===== src/rtl/seq_pattern_tx_if.sv =====
// seq_pattern_tx_if: load handshake bundle carrying one pattern word into the transmitter
interface seq_pattern_tx_if #(parameter int WIDTH = 4);
  logic load_valid;
  logic load_ready;
  logic [WIDTH-1:0] load_data;
  modport master(output load_valid, load_data, input load_ready);
  modport slave(input load_valid, load_data, output load_ready);
endinterface


===== src/rtl/seq_pattern_tx.sv =====
// seq_pattern_tx: MSB-first serial pattern transmitter with post-frame gap; SEQ_TX_LOOP_EN adds the loop input for continuous repeat
module seq_pattern_tx #(
  parameter int WIDTH = 4,
  parameter int GAP = 1
) (
  input logic clk,
  input logic rst,
  seq_pattern_tx_if.slave ld,
  output logic x,
  output logic x_valid,
  output logic busy,
  output logic done
`ifdef SEQ_TX_LOOP_EN
  ,
  input logic loop
`endif
);
  localparam int CW = $clog2(WIDTH);
  localparam int GW = GAP > 1 ? $clog2(GAP) : 1;
  localparam logic [CW-1:0] CLAST = CW'(WIDTH - 1);
  localparam logic [GW-1:0] GLAST = GW'(GAP == 0 ? 0 : GAP - 1);
  typedef enum logic [1:0] {S_IDLE, S_SHIFT, S_GAP} state_t;
  state_t state, state_n;
  logic [CW-1:0] cnt, cnt_n;
  logic [GW-1:0] gcnt, gcnt_n;
  logic [WIDTH-1:0] sr, sr_n, sw;
  logic x_n, xv_n, busy_n, done_n, ready_n, start;
`ifdef SEQ_TX_LOOP_EN
  logic [WIDTH-1:0] word;
  logic rep, rep_n;
`endif
  always_ff @(posedge clk or negedge rst) begin
    if (!rst) begin
      state <= S_IDLE;
      cnt <= '0;
      gcnt <= '0;
      sr <= '0;
      x <= 1'b0;
      x_valid <= 1'b0;
      busy <= 1'b0;
      done <= 1'b0;
      ld.load_ready <= 1'b1;
`ifdef SEQ_TX_LOOP_EN
      word <= '0;
      rep <= 1'b0;
`endif
    end else begin
      state <= state_n;
      cnt <= cnt_n;
      gcnt <= gcnt_n;
      sr <= sr_n;
      x <= x_n;
      x_valid <= xv_n;
      busy <= busy_n;
      done <= done_n;
      ld.load_ready <= ready_n;
`ifdef SEQ_TX_LOOP_EN
      rep <= rep_n;
      if (start) word <= sw;
`endif
    end
  end
  always_comb begin
    state_n = state;
    cnt_n = cnt;
    gcnt_n = gcnt;
    sr_n = sr;
    x_n = 1'b0;
    xv_n = 1'b0;
    busy_n = 1'b0;
    done_n = 1'b0;
    ready_n = 1'b0;
    start = 1'b0;
    sw = ld.load_data;
`ifdef SEQ_TX_LOOP_EN
    rep_n = rep;
`endif
    case (state)
      S_IDLE: begin
        ready_n = 1'b1;
        start = ld.load_valid;
      end
      S_SHIFT: begin
        if (cnt == CLAST) begin
          done_n = 1'b1;
          if (GAP == 0) begin
            state_n = S_IDLE;
            ready_n = 1'b1;
          end else begin
            state_n = S_GAP;
            gcnt_n = '0;
            busy_n = 1'b1;
          end
`ifdef SEQ_TX_LOOP_EN
          rep_n = loop;
          if (loop && GAP == 0) begin
            start = 1'b1;
            sw = word;
          end
`endif
        end else begin
          cnt_n = cnt + CW'(1);
          sr_n = sr << 1;
          x_n = sr[WIDTH-2];
          xv_n = 1'b1;
          busy_n = 1'b1;
        end
      end
      S_GAP: begin
        if (gcnt == GLAST) begin
          state_n = S_IDLE;
          ready_n = 1'b1;
`ifdef SEQ_TX_LOOP_EN
          if (rep) begin
            start = 1'b1;
            sw = word;
          end
`endif
        end else begin
          gcnt_n = gcnt + GW'(1);
          busy_n = 1'b1;
        end
      end
      default: begin
        state_n = S_IDLE;
        ready_n = 1'b1;
      end
    endcase
    // a new frame (fresh load or loop repeat) overrides the exit decision above
    if (start) begin
      state_n = S_SHIFT;
      sr_n = sw;
      cnt_n = '0;
      x_n = sw[WIDTH-1];
      xv_n = 1'b1;
      busy_n = 1'b1;
      ready_n = 1'b0;
    end
  end
endmodule


===== src/flat_wrapper.sv =====
// flat-port wrapper written by rule: the top's interface ports become plain ports
module seq_pattern_tx_flat 
#(
  parameter int WIDTH = 4,
  parameter int GAP = 1
)
  (clk, rst, x, x_valid, busy, done, ld_load_valid, ld_load_data, ld_load_ready);
  seq_pattern_tx_if #(.WIDTH(WIDTH)) ld_i ();
  input logic clk;
  input logic rst;
  output logic x;
  output logic x_valid;
  output logic busy;
  output logic done;
  input wire logic [$bits(ld_i.load_valid)-1:0] ld_load_valid;
  input wire logic [$bits(ld_i.load_data)-1:0] ld_load_data;
  output wire logic [$bits(ld_i.load_ready)-1:0] ld_load_ready;
  assign ld_i.load_valid = ld_load_valid;
  assign ld_i.load_data = ld_load_data;
  assign ld_load_ready = ld_i.load_ready;
  seq_pattern_tx #(.WIDTH(WIDTH), .GAP(GAP)) u_core (.clk(clk), .rst(rst), .ld(ld_i), .x(x), .x_valid(x_valid), .busy(busy), .done(done));
endmodule

===== config.mk =====
export PLATFORM = sky130hd
export DESIGN_NAME = seq_pattern_tx_flat
export DESIGN_NICKNAME = d
export VERILOG_FILES = /design/src/rtl/seq_pattern_tx_if.sv /design/src/rtl/seq_pattern_tx.sv /design/src/flat_wrapper.sv
export SDC_FILE = /design/constraint.sdc
export NUM_CORES = 1
export LEC_CHECK = 0
export BUFFER_PORTS_ARGS = -buffer_cell sky130_fd_sc_hd__buf_2
export CORE_MARGIN = 4
export CORE_UTILIZATION = 42
export DETAILED_ROUTE_END_ITERATION = 6
export SLEW_MARGIN = 40
export SYNTH_ARGS = -nofsm -noshare
export SYNTH_HDL_FRONTEND = slang
export SYNTH_SLANG_ARGS = --single-unit

===== constraint.sdc =====
create_clock -name clk -period 1.4 [get_ports clk]
set_input_delay 0.14 -clock clk [delete_from_list [all_inputs] [get_ports clk]]
set_output_delay 0.14 -clock clk [all_outputs]
set_load 0.005 [all_outputs]

# After elaboration in Yosys (flattened, before gate mapping)
# Cells that the tools add are included.
# totals
ff_bits	13
latch_bits	0
ram_bits	0
mem_bits_ro	0
output_inout_bits	5
n_memories	0
# op_classes
add_sub_neg	2
n_mul	0
n_div	0
magnitude_cmp	0
n_eq_ne	8
shift	0
n_mux	28
bitwise	0
n_reduce_logical	6
# op_table
operator	count
1-bit two-way mux	15
2-bit two-way mux	6
3-bit two-way mux	3
2-bit by 1-bit != test with 1-bit output, second input constant	3
1-bit case mux with 2 select lines	3
2-bit case mux with 3 select lines	1
2-bit == test, second input constant	2
2-bit AND reduction	2
2-bit nonzero test	2
3-bit by 1-bit != test with 1-bit output, second input constant	1
3-bit != test, second input constant	1
3-bit AND reduction	1
2-bit by 1-bit adder with 2-bit output, second input constant	1
2-bit by 1-bit == test with 1-bit output, second input constant	1
2-bit logical NOT	1
1-bit adder, second input constant	1

# Logic depth before layout (Yosys ltp)
# Gate-level depths: netlist of run 1.
# logic_depth
ltp_word	4
mapped_depth	4
depth_no_buf	4

# Least setup slack after synthesis of run 1
# No wires, ideal clock.
# synth_timing
path_kind	reg-to-reg
start	reg u_core.cnt[0]
end	reg u_core.cnt[0]
arrival_ns	1.105
t_required_ns	1.279
slack_ns	0.174
path_stages_with_launch	5
n_path_buf	0
period_less_slack_ns	1.226
path_cell_list	dfrtp_1 -> ha_1 -> nor2_2 -> mux2_2 -> a22o_1
# synth_via
elab_chain_len	4
word_cells_on_any_way	7
cone_classes	1 x add/sub; 2 x eq/ne; 3 x mux; 1 x reduce/logical
# synth_lines
element	line_no	source
start, declared	seq_pattern_tx.sv:24	logic [CW-1:0] cnt, cnt_n;
start signal, assigned	seq_pattern_tx.sv:49	cnt <= cnt_n;
2-bit by 1-bit adder with 2-bit output	seq_pattern_tx.sv:102	cnt_n = cnt + CW'(1);
2-bit two-way mux	seq_pattern_tx.sv:84	if (cnt == CLAST) begin
2-bit two-way mux	seq_pattern_tx.sv:78	case (state)
2-bit two-way mux	seq_pattern_tx.sv:130	if (start) begin
# Parallel ways exist; a longest one is shown, timed or not. The select of a mux whose other input is x is not followed.
# A chain may end at the register's enable or synchronous reset.

# Worst setup path after layout of run 1
# layout_timing
start	reg u_core.cnt[1]
end	reg u_core.cnt[0]
# layout_via
elab_chain_len	3
# layout_lines
element	line_no
2-bit == test	seq_pattern_tx.sv:84
2-bit by 1-bit != test with 1-bit output (no source line)	-
2-bit AND reduction (no source line)	-
# No other way between the ends.

==> results of run 1 <==
-- path summary, 6_finish.rpt --
| kind | startpoint | end | slack, ns |
|---|---|---|---|
| min in group asynchronous | rst | u_core.state[1]$_DFFE_PN0P_ | 0.26 |
| hold / removal | ld_load_data[3] | u_core.x$_DFF_PN0_ | 0.13 |
| hold reg to reg | u_core.sr[0]$_DFFE_PN0P_ | u_core.sr[0]$_DFFE_PN0P_ | 0.57 |
| setup reg to reg | u_core.cnt[1]$_DFFE_PN0P_ | u_core.cnt[0]$_DFFE_PN0P_ | 0.08 |
| setup / recovery | u_core.cnt[1]$_DFFE_PN0P_ | u_core.cnt[0]$_DFFE_PN0P_ | 0.08 |
| max in group asynchronous | rst | u_core.ld.load_ready$_DFF_PN1_ | 0.86 |
-- cells by family (layout without fill, tap and decap cells) --
group           count (synthesis)  count (layout)  share of synthesized area [%]
simple gates                   16              16                          17.35
buf+inv                         4              19                          3.197
mux                             1               1                          2.055
flops                          12              12                          55.02
compound gates                 13              13                          17.81
fa+ha+maj                       2               2                          4.565
-- cell usage in the layout, fill, tap and decap left out, types with 2 or more instances in the layout --
cell and count:
nand2b_1 2, nor3_1 2, a22o_1 2, buf_2 11, a21oi_1 4, nor2_1 2, nand2_1 3, clkbuf_4 3
inv_1 2, dfrtp_1 11, o32ai_1 4, nand3b_1 2, nor2b_1 2
-- metal layers --
metal / vias up / global-route usage, %
met5: - / 0
met4: 0 / 9.639
met3: 5 / 2.439
met2: 19 / 24.13
met1: 217 / 12.69
li1: 204 / -
-- where the power goes --
part	internal [W]	switching (W)	total (W)
Combinational	0.000344	0.000286	0.000630
Clock	0.000158	0.000121	0.000279
Sequential	0.000512	0.000144	0.000656
-- through the flow --
stage / total power (W) / setup WS [ns] / cells / instance area, sq um / utilization, %
final: 0.001566 / 0.07818 / 77 / 666.9 / 56.94
after global routing: 0.001674 / 0.03509 / 77 / 666.9 / 56.94
after CTS: 0.001563 / 0.02936 / 77 / 664.4 / 56.73
after detailed placement: 0.001275 / 0.04176 / 72 / 618.1 / 52.78
after global placement: 0.001219 / 0.1223 / 72 / 618.1 / 52.78
after floorplan: 0.001076 / 0.1739 / 48 / 548.0 / -
-- state kept, by name, indices dropped and copies added, names as in the netlist --
| signal | cells |
|---|---|
| u_core.ld.load_ready | 1 |
| u_core.x_valid | 1 |
| u_core.sr | 3 |
| u_core.busy | 1 |
| u_core.state | 2 |
| u_core.cnt | 2 |
| u_core.done | 1 |
| u_core.x | 1 |
-- timing repair --
action,in CTS,in global routing
endpoints found under the hold margin,12,0
setup endpoints to repair,0,2
buffers inserted,0,0
hold buffers,1,0
resized for setup,0,1
-- tightest hold or removal path, stage by stage --
cell      delay, ns
buf_2          0.09
nand3b_1       0.07
a21oi_1        0.06
-- area by class of cell --
cell class	instances	area share [%]
multi-input cells	32	34.71
flip-flops and latches	12	45.22
well taps	14	2.627
repair buffers	13	10.88
inverters	2	1.126
clock buffers	4	5.441
==> qor.csv, run 1 <==
metric,value,unit
start_util,46.79,%
wl_per_cell,14.21,um
endpoint_kind,flip-flop,
met3_length,77,um
final_max_slew_viol_count,0,
synth_edf_count,0,
first_pass_iters,4,
cts_htree_levels,1,
synth.top_cells.by_count,"dfrtp_1 (11), a21oi_1 (4), o32ai_1 (4), nand2_1 (3)",
dr_total_vias,445,
final-setup-viol-count,0,
slew_headroom,75.30,%
highest_layer,met4,
clock_skew,0.01085,ns
startpoint_type,flip-flop,
max_freq,756.5,MHz
period_share,94.42,%
worst_slew_pin_slew,0.3705,ns
core-area,0.001171,sq mm
cp.arrival,1.48,ns
required,1.56,ns
row_count,12,
die_y,44.12,um
seqCellArea,301.5,sq um
hold_class,in2reg,
wl,1.094,mm
ir_drop,1240,uV
cts_tree,built,
ant_nets,0,
async_flop_share,100.0,%
clock_tree.root_cell,clkbuf_4,
wl_met1,419,um
syn_to_final_growth,21.69,%
antenna_found_initial,0,
die_area,0.001947,sq mm
status,finished clean,
syn_inst,48,
yosys_warnings,0,
crit_type,reg2reg,
fill_cells,109,
io_pins,12,
crit_fanout,8,
synthTopCellsByArea,"dfrtp_1 (50%), o32ai_1 (6.4%), dfstp_2 (4.8%)",
cts_buffers,3,
yosys_most_used_dff,dfrtp_1,
die_x,44.12,um
period_needed,1.322,ns
numPortBuffers,11,
critPathBufInv,0,
p_leak,0.3064,nW
vias_per_cell,5.779,
antennaDiodeCount,0,
slowest_stage,dfrtp_1,
grt_max_degree,13,
cpPeakStageDelay,0.42,ns
grt-ovfl-total,0,
yosysMostFrequentCell,dfrtp_1,
clock_sinks,12,
rsz0062_at_grt,false,
synth_area,548.0,sq um
place_congestion,0.7866,
yosysUniqueCellTypes,21,
dp_hpwl,820,um
grt_usage,13.08,%
r2r_cells,4,
synth_top_area_share,50.23,%
met2_length,569,um
crit_chain,ha_2 -> nor2_2 -> mux2_2 -> a22o_1,
pwr_density_cell,2348,mW/mm^2
grt_pass1_vias,446,
min_path_cells,3,
cts_buffer_depth,2,
syn_nets,57,
grt_first_pass_wirelength,1.821,mm
critPathTopFamily,flip-flops,
num-nets-final,73,
yosysTopAreaCell,dfrtp_1,
syn_avg_cell_area,11.42,sq um
ys_seq_area_share,55.02,%
ys_ff_latch,12,
final_layout_size_suffix_gt1_share,36.51,%
multi_input_area,231.5,sq um
finalHoldViolations,0,
setup-tns-final,0,ns
insertion_delay,0.28,ns
drc_errors,0,
path_clk_slew,0.08,ns
drt_first_iter_violations,25,
drv_cap,0,
hold_ws,0.1265,ns
cp.depth,4,
Note: power is estimated with default switching activity, not from simulation.
==> run 2: changes to the inputs <==
--- a/config.mk
+++ b/config.mk
@@ -5,10 +5,11 @@
 export SDC_FILE = /design/constraint.sdc
 export NUM_CORES = 1
 export LEC_CHECK = 0
+export ABC_AREA = 1
 export BUFFER_PORTS_ARGS = -buffer_cell sky130_fd_sc_hd__buf_2
-export CORE_MARGIN = 4
-export CORE_UTILIZATION = 42
+export CORE_AREA = 4 4 41 43
 export DETAILED_ROUTE_END_ITERATION = 6
+export DIE_AREA = 0 0 45 47
 export SLEW_MARGIN = 40
 export SYNTH_ARGS = -nofsm -noshare
 export SYNTH_HDL_FRONTEND = slang
==> run 2 against run 1 <==
Sequential power fell by 16%. Largest cell class unchanged. Largest power group unchanged. Clock power fell by 2%. Combinational power fell by 28%.
==> qor.csv, run 2 <==
metric,value,unit,change
regToRegSetupSlack,0.28,ns,+0.20 ns
syn_to_final_growth,20.57,%,
core-area,0.001301,sq mm,+11%
endpoint_kind,flip-flop,,
syn_avg_cell_area,9.285,sq um,-19%
required,1.61,ns,+0.05 ns
largest-register,u_core.sr,,
yosys_warnings,0,,unchanged
critPathTopFamily,simple AND/OR/NAND/NOR gates,,
ys_seq_area_share,56.97,%,+2.0 points
final_layout_size_suffix_gt1_share,31.94,%,-4.6 points
start_util,40.67,%,-6.1 points
async_flop_share,100.0,%,unchanged
synth_top_area_share,52.01,%,+1.8 points
timing.rr.start,u_core.state[0]$_DFFE_PN0P_,,
grt_usage,10.81,%,-2.3 points
syn_inst,57,,+19%
synthTopCellsByArea,"dfrtp_1 (52%), nand2_1 (9.9%), nand3_1 (7.6%)",,
crit_type,reg2reg,,
final_area,638.1,sq um,-4.3%
hp-start,ld_load_data[0],,
path_clk_slew,0.08,ns,about the same
ys_ff_latch,12,,unchanged
drv_cap,0,,unchanged
post-route-worst-setup-slack,0.2792,ns,+0.2010 ns
first_pass_iters,4,,unchanged
slew_headroom,82.40,%,+7.1 points
io_pins,12,,unchanged
antenna_found_initial,0,,unchanged
yosysTopAreaCell,dfrtp_1,,
seqCellArea,301.5,sq um,unchanged
r2r_cells,5,,+1
crit_chain,nor2_2 -> nand2_2 -> o21ai_1 -> nand2_1 -> nand2_1,,
clock_skew,0.005739,ns,-0.005110 ns
antennaDiodeCount,0,,unchanged
fill_cells,138,,+27%
hold_class,in2reg,,
startpoint_type,flip-flop,,
final-setup-viol-count,0,,unchanged
cts_htree_levels,1,,unchanged
syn_nets,66,,+16%
wl_per_cell,10.89,um,-23%
layout_commonest_cell,nand2_1,,
rsz0062_at_grt,false,,
vias_per_cell,4.862,,-16%
cts_buffer_depth,2,,unchanged
synth_area,529.3,sq um,-3.4%
p_leak,0.3513,nW,+15%
grt_pass1_vias,405,,-9.2%
synth_edf_count,0,,unchanged
multi_input_area,193.9,sq um,-16%
post-cts-setup-buffer-count,0,,unchanged
grt_first_pass_wirelength,1.593,mm,-13%
row_count,13,,+1
mostFrequentLayoutCells,"nand2_1 (14), buf_2 (11), dfrtp_1 (11), nand3_1 (8), nand2_2 (6)",,
cp.arrival,1.33,ns,-0.15 ns
place_congestion,0.7560,,-3.9%
die_area,0.002115,sq mm,+8.7%
insertion_delay,0.27,ns,about the same
final_max_slew_viol_count,0,,unchanged
yosysUniqueCellTypes,14,,-33%
min_path_cells,3,,unchanged
place_ws,0.3022,ns,+0.2605 ns
ir_drop,737.3,uV,-41%
status,finished clean,,
num-nets-final,82,,+12%
die_x,45,um,+2.0%
placed_cell_area,591.8,sq um,-4.3%
top_regs,"u_core.sr (3), u_core.cnt (2), u_core.state (2)",,
setup-tns-final,0,ns,unchanged
clock_tree.root_cell,clkbuf_4,,
period_needed,1.121,ns,-0.2010 ns
drt_first_iter_violations,6,,-76%
grt-ovfl-total,0,,unchanged
yosysMostFrequentCell,nand2_1,,
drc_errors,0,,unchanged
crit_fanout,12,,+4
critPathBufInv,0,,unchanged
slowest_stage,dfrtp_1,,
cts_buffers,3,,unchanged
timing.rr.end,u_core.sr[1]$_DFFE_PN0P_,,
clock_sinks,12,,unchanged
synth.top_cells.by_count,"nand2_1 (14), dfrtp_1 (11), nand3_1 (8), nand2_2 (6), inv_1 (5)",,
period_share,80.06,%,-14 points
numPortBuffers,11,,unchanged
wl,947,um,-13%
dr_total_vias,423,,-4.9%
yosys_most_used_dff,dfrtp_1,,
cts_tree,built,,
grt_max_degree,13,,unchanged
worst_slew_pin_slew,0.2640,ns,-0.1065 ns
timing.critical_path.mode_cell,nand2_1,,
largest_reg_flops,3,,unchanged
max_freq,892.2,MHz,+18%
ant_nets,0,,unchanged
die_y,47,um,+6.5%
dp_hpwl,748.4,um,-8.7%
finalHoldViolations,0,,unchanged
cpPeakStageDelay,0.40,ns,-0.02 ns
hold_path_end,u_core.sr[0]$_DFFE_PN0P_,,
pwr_density_cell,2005,mW/mm^2,-15%
[run 2: cell type report]
class	instances	area share, %
sequential	12	47.25
multi-input combinational	38	30.39
timing repair buffer	12	10.20
clock buffer	4	5.686
inverter	6	3.529
tap	15	2.941
[run 2: worst max-delay path by stage]
| stage | startpoint | end | cells after the start |
|---|---|---|---|
| after floorplan | u_core.state[0]$_DFFE_PN0P_ | u_core.sr[1]$_DFFE_PN0P_ | 7 |
| after global placement | u_core.state[0]$_DFFE_PN0P_ | u_core.cnt[0]$_DFFE_PN0P_ | 6 |
| after detailed placement | u_core.state[0]$_DFFE_PN0P_ | u_core.cnt[0]$_DFFE_PN0P_ | 5 |
| after CTS | u_core.state[0]$_DFFE_PN0P_ | u_core.sr[2]$_DFFE_PN0P_ | 5 |
| after global routing | u_core.state[0]$_DFFE_PN0P_ | u_core.cnt[0]$_DFFE_PN0P_ | 5 |
| final | u_core.state[0]$_DFFE_PN0P_ | u_core.sr[1]$_DFFE_PN0P_ | 5 |
[run 2: tightest hold or removal path: cells and delay by family]
kind	cells	cell delay, ns
buffers and inverters	1	0.07
AND/OR/NAND/NOR	2	0.09
[run 2: repair_timing]
item / CTS / global route
resized for setup: 0 / 0
hold buffers: 1 / 0
endpoints found under the hold margin: 12 / 0
[run 2: logic make-up (layout without fill, tap and decap cells)]
logic type | Yosys count | in the layout | share of synthesized area, %
AOI/OAI and AO/OA | 3 | 3 | 2.836
adders and majority gates | 2 | 2 | 4.727
buffers and inverters | 7 | 22 | 6.383
DFF | 12 | 12 | 56.97
and+or+nand+nor | 33 | 33 | 29.08
[run 2: power breakdown]
part	internal [W]	switching (W)	leakage (nW)
clock	0.000158	0.000115	0.0210
combinational	0.000173	0.000280	0.182
sequential	0.000482	0.0000703	0.149
total	0.000814	0.000466	0.351
[run 2: stage by stage]
stage / hold WS, ns / utilization [%] / instances / total power (W)
3_5_place_dp: 0.03110 / 45.48 / 82 / 0.001017
5_1_grt: 0.08622 / 49.04 / 87 / 0.001397
4_1_cts: 0.06871 / 49.04 / 87 / 0.001292
3_3_place_gp: 0.03557 / 45.48 / 82 / 0.001011
2_1_floorplan: -0.1556 / - / 57 / 0.0008878
6_report: 0.06907 / 49.04 / 87 / 0.001279
[run 2: routing by layer]
metal,GRT usage (%),part of all wire [%],up-vias,routed length [um]
li1,-,-,212,-
met1,13.48,44,190,419
met2,16.95,45,16,427
met3,2.299,7.5,5,71
met4,7.018,3.0,0,28
met5,0,0,-,0
